`config.mk`:
```
export PLATFORM = sky130hd
export DESIGN_NAME = lap_timer
export DESIGN_NICKNAME = d
export VERILOG_FILES = /design/src/rtl/lap_timer_pkg.sv /design/src/rtl/lap_timer_cs_tick_gen.sv /design/src/rtl/lap_timer.sv
export SDC_FILE = /design/constraint.sdc
export NUM_CORES = 1
export LEC_CHECK = 0
export ABC_AREA = 1
export CORE_ASPECT_RATIO = 2
export CORE_MARGIN = 2
export CORE_UTILIZATION = 25
export CTS_BUF_LIST = sky130_fd_sc_hd__clkbuf_16
export DETAILED_ROUTE_END_ITERATION = 12
export GPL_ROUTABILITY_DRIVEN = 0
export GPL_TIMING_DRIVEN = 0
export PLACE_DENSITY = 0.44
export SYNTH_ARGS = -nofsm -noshare
export SYNTH_HDL_FRONTEND = slang
export SYNTH_SLANG_ARGS = --single-unit
```
`constraint.sdc`:
```
create_clock -name pclk -period 2 [get_ports pclk]
set_input_delay 0.2 -clock pclk [delete_from_list [all_inputs] [get_ports pclk]]
set_output_delay 0.2 -clock pclk [all_outputs]
set_load 0.02 [all_outputs]
```
`src/rtl/lap_timer_pkg.sv`:
```
// Shared types and constants for the lap timer: FSM states, time width, default parameters.
package lap_timer_pkg;

  localparam int unsigned TIME_W         = 16;
  localparam int unsigned LAP_W          = 4;
  localparam int unsigned TICK_DIV_DEF   = 650000;
  localparam int unsigned LAPS_TOTAL_DEF = 3;

  typedef logic [TIME_W-1:0] time_t;

  localparam time_t TIME_MAX = '1;

  typedef enum logic [1:0] {
    ST_IDLE     = 2'd0,
    ST_RACING   = 2'd1,
    ST_FINISHED = 2'd2
  } state_e;

  function automatic time_t time_min(input time_t a, input time_t b);
    return (a < b) ? a : b;
  endfunction

endpackage

```
`src/rtl/lap_timer_cs_tick_gen.sv`:
```
// Centisecond divider: counts 0..TICK_DIV-1 while enabled, pulses tick on the wrap.
module cs_tick_gen
  import lap_timer_pkg::*;
#(
  parameter int unsigned TICK_DIV = TICK_DIV_DEF
) (
  input  logic pclk,
  input  logic rst_n,
  input  logic enable,
  input  logic clear,
  output logic tick
);

  localparam int unsigned CNT_W = (TICK_DIV > 1) ? $clog2(TICK_DIV) : 1;
  localparam logic [CNT_W-1:0] CNT_LAST = CNT_W'(TICK_DIV - 1);

  logic [CNT_W-1:0] cnt_q;
  logic             wrap;

  // Tick is the wrap condition itself so the time count advances on the wrapping edge
  assign wrap = enable && !clear && (cnt_q == CNT_LAST);
  assign tick = wrap;

  always_ff @(posedge pclk or negedge rst_n) begin
    if (!rst_n) begin
      cnt_q <= '0;
    end else if (clear) begin
      cnt_q <= '0;
    end else if (enable) begin
      cnt_q <= wrap ? '0 : cnt_q + CNT_W'(1);
    end
  end

endmodule

```
`src/rtl/lap_timer.sv`:
```
// Race lap timer: validates finish-line crossings against checkpoints and tracks lap times.
module lap_timer
  import lap_timer_pkg::*;
#(
  parameter int unsigned TICK_DIV   = TICK_DIV_DEF,
  parameter int unsigned LAPS_TOTAL = LAPS_TOTAL_DEF
) (
  input  logic             pclk,
  input  logic             rst_n,
  input  logic             race_start,
  input  logic             lap_finished,
  input  logic             checkpoints_passed,
  output logic             racing,
  output logic             race_finished,
  output logic [LAP_W-1:0] lap_count,
  output logic             lap_valid,
  output logic [TIME_W-1:0] cur_lap_cs,
  output logic [TIME_W-1:0] last_lap_cs,
  output logic [TIME_W-1:0] best_lap_cs
);

  state_e           state_q, state_d;
  logic             lf_q;
  logic             crossing;
  logic             lap_ok;
  logic             final_lap;
  logic             tick;
  logic             div_en;

  logic [LAP_W-1:0] lap_count_d;
  logic             lap_valid_d;
  time_t            cur_d;
  time_t            last_d;
  time_t            best_d;

  assign crossing  = lap_finished && !lf_q;
  // race_start takes precedence over a simultaneous crossing
  assign lap_ok    = (state_q == ST_RACING) && crossing && checkpoints_passed && !race_start;
  assign final_lap = (lap_count + LAP_W'(1)) == LAP_W'(LAPS_TOTAL);
  assign div_en    = (state_q == ST_RACING);

  cs_tick_gen #(
    .TICK_DIV (TICK_DIV)
  ) u_tick (
    .pclk   (pclk),
    .rst_n  (rst_n),
    .enable (div_en),
    .clear  (race_start),
    .tick   (tick)
  );

  always_ff @(posedge pclk or negedge rst_n) begin
    if (!rst_n) begin
      state_q <= ST_IDLE;
    end else begin
      state_q <= state_d;
    end
  end

  always_comb begin
    state_d = state_q;
    if (race_start) begin
      state_d = ST_RACING;
    end else if (lap_ok && final_lap) begin
      state_d = ST_FINISHED;
    end
  end

  // Next values of the timing registers; a counted lap beats a coincident tick
  always_comb begin
    lap_count_d = lap_count;
    lap_valid_d = 1'b0;
    cur_d       = cur_lap_cs;
    last_d      = last_lap_cs;
    best_d      = best_lap_cs;
    if (race_start) begin
      lap_count_d = '0;
      cur_d       = '0;
      last_d      = '0;
      best_d      = TIME_MAX;
    end else if (lap_ok) begin
      lap_count_d = lap_count + LAP_W'(1);
      lap_valid_d = 1'b1;
      cur_d       = '0;
      last_d      = cur_lap_cs;
      best_d      = time_min(best_lap_cs, cur_lap_cs);
    end else if ((state_q == ST_RACING) && tick && (cur_lap_cs != TIME_MAX)) begin
      cur_d = cur_lap_cs + TIME_W'(1);
    end
  end

  always_ff @(posedge pclk or negedge rst_n) begin
    if (!rst_n) begin
      lf_q          <= 1'b0;
      racing        <= 1'b0;
      race_finished <= 1'b0;
      lap_count     <= '0;
      lap_valid     <= 1'b0;
      cur_lap_cs    <= '0;
      last_lap_cs   <= '0;
      best_lap_cs   <= TIME_MAX;
    end else begin
      lf_q          <= lap_finished;
      racing        <= (state_d == ST_RACING);
      race_finished <= (state_d == ST_FINISHED);
      lap_count     <= lap_count_d;
      lap_valid     <= lap_valid_d;
      cur_lap_cs    <= cur_d;
      last_lap_cs   <= last_d;
      best_lap_cs   <= best_d;
    end
  end

endmodule

```
After elaboration in Yosys (flattened, before gate mapping)
Cells that the tools add are included.
Word-level totals
  output and inout port bits: 55
  register bits after elaboration: 78
  word-level logic and storage cells: 53
Operators by class
  eq/ne operators: 7
  reductions and logical operators: 15
  order comparisons: 1
  add/subtract/negate cells: 3
  multiplexer cells: 17
Operator list (number)
  16-bit 2-to-1 mux: 8
  20-bit 2-to-1 mux: 3
  20-bit by 1-bit adder with 20-bit output, second input constant: 1
  20-bit == test, second input constant: 1
  16-bit by 1-bit adder with 16-bit output, second input constant: 1
  16-bit less-than comparator: 1
  16-bit inequality test, second input constant: 1
  1-bit logical AND: 9
  4-bit 2-to-1 mux: 2
  4-bit by 1-bit adder with 4-bit output, second input constant: 1
  2-bit by 1-bit == test with 1-bit output, second input constant: 2
  4-bit by 2-bit == test with 1-bit output, second input constant: 1
  2-bit 2-to-1 mux: 2
  2-bit nonzero test: 2
  3-bit nonzero test: 1
  2-bit == test, second input constant: 1
  1-bit zero test: 2
  1-bit 2-to-1 mux: 2
  2-bit inequality test, second input constant: 1
  2-bit AND reduction: 1

Logic depth before layout (Yosys ltp)
  depth after elaboration: 9
  mapped depth: 14

Hierarchy
A second synthesis with hierarchy kept.
Unflattened totals
  cell total of the unflattened synthesis: 561
  area, all modules: 4531.8 µm²
By module, submodules not included
  lap_timer: area an instance 3100.5 µm², cells each 371, times used 1, seq. area each 1471.4 µm²
  cs_tick_gen: area an instance 1431.4 µm², cells each 190, times used 1, seq. area each 500.5 µm²

Worst setup path before layout
Ideal clock, no wire load.
  path kind: register to register
  from: register cur_lap_cs[10]
  to: register best_lap_cs[6]
  required time: 1939 ps
  slack: 194 ps
  period minus slack after synthesis: 1806 ps
  cell stages (with the launch flop): 12
  arrival: 1745 ps
  cell sequence: dfrtp_1 inv_1 ha_1 nand2_1 o21ai_0 nand2_1 nand3_1 inv_1 nand2_2 buf_2 nand3_1 nand2_1
On the way
  cells in the longest elaborated chain, start to end: 3
Ends and longest elaborated chain
  from (decl): RTL line lap_timer.sv:17  | output logic [TIME_W-1:0] cur_lap_cs,
  from (signal assigned): RTL line lap_timer.sv:108  | cur_lap_cs <= cur_d;
  16-bit less-than comparator: RTL line lap_timer_pkg.sv:20  | return (a < b) ? a : b;
  2-bit inequality test (no line)
  2-bit AND reduction (no line)
  to (signal assigned): RTL line lap_timer.sv:110  | best_lap_cs <= best_d;
  to (decl): RTL line lap_timer.sv:19  | output logic [TIME_W-1:0] best_lap_cs
Every way passes these cells.
A chain may end at the register's enable or synchronous reset.

Worst setup path in the final report
  from: register cur_lap_cs[15]
  to: register best_lap_cs[15]
On the way
  cells in the longest elaborated chain, start to end: 3
Ends and longest elaborated chain (RTL line)
  16-bit less-than comparator or 16-bit 2-to-1 mux (tied branches): lap_timer_pkg.sv:20
  2-bit inequality test (no line) or 16-bit 2-to-1 mux (tied branches)
  2-bit AND reduction (no line) or 16-bit 2-to-1 mux (tied branches)
Several ways; a longest one is shown, not always the timed one. The select of a mux whose other input is x is not followed.

==> impl_results.md <==
* Status: complete, no violations
* Critical Path Most Common Cell: nand2_1
* Largest net degree at the start of global routing at 57
* Mapped Area at around 0.0046 mm^2
* Final setup fails at 0
* # Max-Cap Violations at 0
* # rows at 69
* Max Clock Freq at around 530 MHz
* Mean Syn Cell Area at 7.891 um^2
* Total CTS buffers at 9
* Skew final at approximately 6 ps
* Ant. Diodes at 0
* Critical Path End Type: flop
* Area grow syn2layout at 28.55%
* Worst-path clk slew at 60 ps
* IO Pins at 60
* Cell area after layout at roughly 0.0059 mm^2
* Crit path DAT at 2160 ps
* Die width at about 99 um
* Area of the multi-input gates at roughly 0.0023 mm^2
* Most frequent cells in the layout: 174 x nand2_1, 57 x clkdlybuf4s50_1, 50 x dfrtp_1, 46 x nand3_1, 42 x inv_1
* Critical-path top delay cell: dfrtp_2
* Die area at around 0.019 mm^2
* WL per Instance at around 16 um
* DP Worst Slack at -111.3 ps
* Crit path max fanout at 10
* ANT nets after route at 0
* Share of cells above drive strength 1 at 0.2015
* Post-synth net total at 601
* 1st-pass router iterations at 6
* Most common cell after layout, fill and taps aside: nand2_1
* Synth async-reset ratio at 1.000
* Final worst-path cycle share at 0.9347
* GRT overflow at 0
* CP Class: reg -> reg
* Vias in the first global route at about 4200
* CTS tree: yes
* Worst skew pair latency at 340 ps
* Register area share after synthesis at 0.4331
* Cell Chain, Critical Path: inv_2 -> ha_1 -> nand2_1 -> nand2_1 -> a31oi_1 -> nand3_1 -> inv_1 -> nand2_4 -> nand2_4 -> buf_6 -> nand2_1 -> nand2_1
* Synth warn at 0
* Worst setup SP type: flop
* CTS sink cnt at 78
* Post-synthesis instance total at a little under 600
* Final hold slack at between 300 and 400 ps
* Fin. Hold Viols at 0
* Clk buf depth at 2
* Final worst slack at around 130 ps
* Initial antenna violation count at 0
* Distinct cells, synth at 32
* Required @ worst endpoint at about 2300 ps
* Storage element area at ~0.002 mm^2
* Via density at approximately 4.7
* Root Buffer: clkbuf_16
* Synth Flop Type: dfrtp_1
* Lkg Pwr at 2.544 nW
* Core ar. at approximately 0.018 mm^2
* PD cells at around 750 mW/mm^2
* WL final at 14350 um
* Vias at 4099
* VDD IR max at approximately 0.39 mV
* Worst Tran Pin Value at about 560 ps
* H-Tree Depth at 3
* Number of synthesized register bits at between 70 and 80
* Effective utilization at floorplan at 0.2560
* Number of I/O port buffers at 58
* Filler cell count at 1899
* Number of synthesized flops with an enable pin at 0
* First-pass GRT wire length at between 20000 and 25000 um
* Nets at slightly below 700
* Dpl hpwl at about 11000 um
* Detailed Route Iter0 Violations at 179
* Max incr delay on CP at roughly 440 ps
* Die height at around 190 um
* Area after DPL at between 0.005 and 0.006 mm^2
* Hold Crit Class: in -> async
* Crit path time final at 1869 ps
* DRC viols at 0
* Tot GR Track Use at 0.1542
* Worst slew margin at 0.6299
* Pins over their slew limit at 0
==> cell usage after synthesis (all sizes together) (5+ instances only) <==
library cell,number,share of area
inv,58,0.048
o22ai,5,0.0069
dfrtp,62,0.34
nor2,43,0.037
ha,19,0.052
nand4,17,0.026
buf,13,0.026
o21ai,47,0.061
xor2,7,0.013
clkbuf,5,0.0041
a21oi,9,0.0099
nor3,24,0.033
dfstp,16,0.092
nand2,190,0.17
nand3,57,0.075
==> worst paths after layout <==
check	cells after the start	to	slack, ps	startpoint
setup / recovery	12	best_lap_cs[15]	130	cur_lap_cs[15]
hold / removal	2	last_lap_cs[12]	300	rst_n
hold reg to reg	2	best_lap_cs[0]	470	best_lap_cs[0]
min in group pclk	1	lf_q	350	lap_finished
setup reg to reg	12	best_lap_cs[15]	130	cur_lap_cs[15]
max in group asynchronous	3	best_lap_cs[1]	1050	rst_n
==> layout make-up <==
| class | instances | area share |
|---|---|---|
| plain buffers | 18 | 0.02373 |
| well taps | 213 | 0.04553 |
| clock inverters | 7 | 0.009406 |
| clock buffers | 9 | 0.03848 |
| inverters | 58 | 0.03891 |
| repair buffers | 67 | 0.1163 |
| flip-flops and latches | 78 | 0.3395 |
| multi-input cells | 423 | 0.3882 |
==> worst max-delay path, delay by kind of cell (launching register included) <==
kind | cells | cell delay (ps)
AND/OR/NAND/NOR | 7 | 540
flip-flops | 1 | 440
buffers and inverters | 3 | 400
adder cells (fa/ha/maj) | 1 | 290
AO/OA/AOI/OAI | 1 | 140
==> sequential cells by signal, summed over array words and instances (netlist names) <==
register / flops
u_tick.cnt_q: 20
best_lap_cs: 16
cur_lap_cs: 16
last_lap_cs: 16
lap_count: 4
state_q: 2
lap_valid: 1
lf_q: 1
race_finished: 1
racing: 1
==> layer usage <==
layer | part of all wire | global-route usage
met5 | 0 | 0
met4 | 0.041 | 0.08067
met3 | 0.039 | 0.03416
met2 | 0.56 | 0.2845
met1 | 0.37 | 0.1577
==> through the flow <==
stage / std cells / total power, mW / setup TNS [ps] / utilization
floorplan: 577 / 2.375 / 0 / -
global placement: 848 / 2.748 / -169110 / 0.3036
detailed placement: 849 / 2.770 / -1714 / 0.3051
CTS: 868 / 4.416 / 0 / 0.3232
global route: 873 / 4.623 / -86.99 / 0.3291
finish: 873 / 4.395 / 0 / 0.3291
==> report_power, final <==
group,switching [mW],internal [mW]
registers,0.109,1.75
logic,0.531,0.398
clock network,0.663,0.945
==> what timing repair did <==
action | CTS | global route
endpoints found under the setup margin | 20 | 42
hold buffers | 1 | 0
pin swaps | 1 | 1
hold endpoints to repair | 17 | 0
gates resized for setup | 10 | 26
buffers inserted | 2 | 5
==> cells by family after synthesis <==
logic type	Yosys count	synth area share
adder cells (fa/ha/maj)	19	0.05221
AO/OA/AOI/OAI	63	0.08052
buffers and inverters	76	0.07749
AND/OR/NAND/NOR	333	0.3413
XOR/XNOR	8	0.01539
flip-flops	78	0.4331
No activity file was read; power rests on OpenSTA's default activity.
